===== src/rtl/output_pool_compare.sv =====
// output_pool_compare: per-lane signed max-pool or bypass of PE results into one registered word per window.
// Optional macro POOL_RELU_EN clamps negative emitted lanes to zero.
module output_pool_compare #(
    parameter int DATA_W  = 16,
    parameter int LANES   = 6,
    parameter int WIN_MAX = 4
) (
    input  logic                      CLK,
    input  logic                      RSTL,
    input  logic                      O_COMPARE_EN,
    input  logic                      O_COMPARE_MODE,
    input  logic                      O_COMPARE_REGEN,
    input  logic                      O_COMPARE_SWITCH,
    input  logic [LANES-1:0]          OUTPUT_EN_CTRL,
    input  logic [LANES*DATA_W-1:0]   DIN,
    output logic [LANES*DATA_W-1:0]   DOUT,
    output logic                      DOUT_VALID,
    output logic [LANES-1:0]          DOUT_LANE_MASK,
    output logic                      CMP_BUSY,
    output logic                      OVR_ERR
);
    typedef enum logic {IDLE, ACCUM} state_t;
    localparam logic [2:0] WIN_LIM = 3'(WIN_MAX);
    state_t state, state_n;
    logic [LANES*DATA_W-1:0] acc, acc_n, res;
    logic [LANES-1:0] mask, mask_n;
    logic [2:0] cnt, cnt_n;
    logic first, emit, ovr_set;
    // IDLE implies a reload, so the first sample of every window behaves like REGEN
    always_comb begin
        first   = (state == IDLE) || O_COMPARE_REGEN;
        mask_n  = (first || O_COMPARE_MODE) ? OUTPUT_EN_CTRL : (mask & OUTPUT_EN_CTRL);
        cnt_n   = first ? 3'd1 : (&cnt ? cnt : cnt + 3'd1);
        emit    = O_COMPARE_EN && (O_COMPARE_MODE || O_COMPARE_SWITCH);
        state_n = O_COMPARE_EN ? ((O_COMPARE_MODE || O_COMPARE_SWITCH) ? IDLE : ACCUM) : state;
        ovr_set = O_COMPARE_EN && !O_COMPARE_MODE && !O_COMPARE_SWITCH && (cnt_n > WIN_LIM);
    end
    for (genvar i = 0; i < LANES; i++) begin : g_lane
        logic signed [DATA_W-1:0] a, d, m, v;
        assign a = acc[i*DATA_W +: DATA_W];
        assign d = DIN[i*DATA_W +: DATA_W];
        assign m = (first || d > a) ? d : a;
        assign v = O_COMPARE_MODE ? d : m;
        assign acc_n[i*DATA_W +: DATA_W] = OUTPUT_EN_CTRL[i] ? m : a;
`ifdef POOL_RELU_EN
        assign res[i*DATA_W +: DATA_W] = (mask_n[i] && !v[DATA_W-1]) ? v : '0;
`else
        assign res[i*DATA_W +: DATA_W] = mask_n[i] ? v : '0;
`endif
    end
    always_ff @(posedge CLK) begin
        if (RSTL) begin
            state          <= IDLE;
            acc            <= '0;
            mask           <= '0;
            cnt            <= '0;
            DOUT           <= '0;
            DOUT_VALID     <= 1'b0;
            DOUT_LANE_MASK <= '0;
            OVR_ERR        <= 1'b0;
        end else begin
            state      <= state_n;
            DOUT_VALID <= emit;
            if (O_COMPARE_EN && !O_COMPARE_MODE) begin
                acc  <= acc_n;
                mask <= mask_n;
            end
            if (O_COMPARE_EN)
                cnt <= (O_COMPARE_MODE || O_COMPARE_SWITCH) ? 3'd0 : cnt_n;
            if (emit) begin
                DOUT           <= res;
                DOUT_LANE_MASK <= mask_n;
            end
            if (ovr_set)
                OVR_ERR <= 1'b1;
        end
    end
    assign CMP_BUSY = (state == ACCUM);
endmodule


===== config.mk =====
export PLATFORM = sky130hd
export DESIGN_NAME = output_pool_compare
export DESIGN_NICKNAME = d
export VERILOG_FILES = /design/src/rtl/output_pool_compare.sv
export SDC_FILE = /design/constraint.sdc
export NUM_CORES = 1
export LEC_CHECK = 0
export ABC_AREA = 1
export BUFFER_PORTS_ARGS = -buffer_cell sky130_fd_sc_hd__buf_2
export CORE_UTILIZATION = 44
export DETAILED_ROUTE_END_ITERATION = 7
export GPL_TIMING_DRIVEN = 0
export SLEW_MARGIN = 20
export SYNTH_ARGS = -nofsm -noshare
export SYNTH_HDL_FRONTEND = slang
export SYNTH_SLANG_ARGS = --single-unit

===== constraint.sdc =====
create_clock -name CLK -period 2.2 [get_ports CLK]
set_input_delay 0.33 -clock CLK [delete_from_list [all_inputs] [get_ports CLK]]
set_output_delay 0.33 -clock CLK [all_outputs]
set_load 0.02 [all_outputs]

==> flow_summary.json <==
{
  "status": "finished, final reports clean",
  "syn_area_per_cell_um2": 6.44,
  "finalHoldViolCount": 0,
  "cts_tree": "built",
  "maxCapViolations": 0,
  "tns_ps": 0,
  "worstSetupStartpointType": "flop",
  "path_cells": "inv_1 -> ha_4 -> nand2_2 -> nor4_4 -> nand2_1 -> nand2_1 -> nand2_2 -> nand3_4 -> nand2_8 -> clkbuf_16 -> nand2_2 -> nand3_1 -> nand2_1 -> nand2_1",
  "rsz0062_at_grt": "yes",
  "crit_path_start": "acc[41]",
  "yosysSeqAreaShare": 0.327,
  "synth_warnings": 0,
  "clk_latency_ps": 550,
  "min_path_type": "in -> reg",
  "area_growth_pct": 27.2,
  "path_clk_slew_ps": 60,
  "slew_headroom": 0.489,
  "cp_data_required_time_ps": 2640,
  "skew_ps": 10.4,
  "critPathCaptureType": "flop",
  "globalRouteTotalUtil": 0.261,
  "synth_area_um2": 12900,
  "grt_pass1_vias": 12887,
  "clockBufferDepth": 3,
  "path_max_fanout": 8,
  "htreeDepth": 1,
  "crit_family": "simple AND/OR/NAND/NOR gates",
  "grt_pass1_wl_um": 64100,
  "die_w_um": 173,
  "antenna_cells": 0,
  "holdCritStartpoint": "O_COMPARE_EN",
  "p_leak_uw": 0.00819,
  "routed_wl_um": 40600,
  "cts-buffers-inserted": 27,
  "drc": 0,
  "slew_viol_final": 0,
  "cts_root_buf": "clkbuf_16",
  "ant_nets": 0,
  "r2r_start": "acc[41]",
  "gp_congestion": 0.894,
  "floorplan.initialDensity": 0.448,
  "grt_overflow": 0,
  "row_count": 62,
  "vias": 13683,
  "vdd_drop_max_uv": 511,
  "fin_crit_sh": 0.963,
  "synth_edf_count": 0,
  "busiest_layer": "met2",
  "numClockSinks": 210,
  "postPlaceCellArea_um2": 14400,
  "ys.flop_type": "dfxtp_1",
  "grt_max_degree": 14,
  "drive_gt1_frac": 0.208,
  "critPathMaxStageDelay_ps": 330,
  "grtUsageMet3": 0.0422,
  "core_area_um2": 28700,
  "yosys_register_bits": 210,
  "tightest_slew_ps": 766,
  "antenna_found_initial": 0,
  "power.density_nw_per_um2": 673,
  "finalCriticalPeriod_ps": 2120,
  "hpwl_um": 28400,
  "use_met2": 0.442,
  "synth_cell_types": 35,
  "syn-num-nets": 2201,
  "setup_violations": 0,
  "crit_type": "reg -> reg",
  "io_pins": 213,
  "critPathMostFrequentCell": "nand2_1",
  "fin_hold_ws_ps": 57.3,
  "crit_arrival_ps": 2560,
  "final_common_cell": "nand2_1",
  "first_pass_iters": 5,
  "drt-vias-per-instance": 5.13,
  "die_h_um": 173,
  "die-area_um2": 29900,
  "final_cell_mix": "nand2_1, nand3_1, inv_1",
  "initialDrtViolationCount": 880,
  "io_buffers": 210,
  "wl_per_cell_um": 15.2,
  "yosys.area.top_type": "dfxtp_1",
  "synthCells": 1996,
  "num-fill-cells": 2883,
  "fin_nets": 2470,
  "max_freq_mhz": 472,
  "design_area_um2": 16400,
  "async_flop_share": 0,
  "cp_num_buf_inv": 2,
  "grt_use_met1": 0.338,
  "synth_top_area_frac": 0.327,
  "synth_area_leaders": "dfxtp_1, nand2_1, nand3_1, ha_1, inv_1",
  "cp_slowest_cell": "dfxtp_2"
}
## registers in the layout (all words and copies together) (netlist names)
register        flops
DOUT_LANE_MASK      6
CMP_BUSY            1
cnt                 3
acc                96
DOUT               96
mask                6
OVR_ERR             1
DOUT_VALID          1
## synth_stat cells, types with 4 or more instances
library cell / count
a211oi_1: 6
inv_1: 237
inv_2: 5
nand2_1: 577
dfxtp_1: 210
nand3_1: 306
nand2_2: 25
nor3_1: 5
nand4_1: 5
buf_1: 7
o21a_1: 10
a21oi_1: 139
o21ai_0: 100
clkbuf_1: 54
buf_4: 4
nor2_1: 152
buf_6: 4
nor2_2: 6
buf_2: 20
clkbuf_8: 4
ha_1: 97
## layer usage
| layer | vias to the layer above | routed length [um] | share of wire |
|---|---|---|---|
| met1 | 6274 | 18500 | 0.46 |
| li1 | 6959 | - | - |
| met3 | 73 | 2380 | 0.059 |
| met2 | 377 | 18600 | 0.46 |
| met5 | - | 0 | 0 |
| met4 | 0 | 1010 | 0.025 |
## what timing repair did
item,4_1_cts,5_1_grt
endpoints found under the setup margin,87,175
hold buffers,0,0
gates cloned,0,5
buffers inserted,0,26
resized for setup,14,139
pin swaps,3,54
## kinds of logic after synthesis
group,count (synthesis),share of synthesized area
adder cells (fa/ha/maj),97,0.0943
AND/OR/NAND/NOR,1087,0.362
AO/OA/AOI/OAI,264,0.108
flip-flops,210,0.327
buffers and inverters,338,0.109
## metrics by stage
step	util	power (uW)	cells	setup slack [ps]
after floorplan	-	5440	1996	290
after global placement	0.502	6070	2590	-217
after detailed placement	0.502	6090	2590	-245
after CTS	0.536	10800	2637	-0.0622
after global routing	0.570	11600	2667	-47.1
final	0.570	11000	2667	80.5
## path summary, 6_finish.rpt
path | end | slack [ps] | cells after the start
worst max-delay path | DOUT[40] | 80 | 14
worst min-delay path | CMP_BUSY | 60 | 2
worst max register to register | DOUT[40] | 80 | 14
worst min register to register | DOUT[8] | 440 | 2
## cell type report
class,count,area (um^2),share of cell area
plain buffers,94,546,0.0333
multi-input cells,1448,7890,0.482
well taps,384,480,0.0294
clock inverters,10,135,0.00826
flip-flops and latches,210,4230,0.259
repair buffers,241,1380,0.0846
clock buffers,37,783,0.0479
inverters,243,912,0.0557
## where the power goes
group | leakage [uW] | switching, uW | internal [uW]
combinational | 0.00601 | 1430 | 861
clock | 0.000453 | 1800 | 2820
sequential | 0.00172 | 98.2 | 4000
Power figures use the tool's default switching activity.
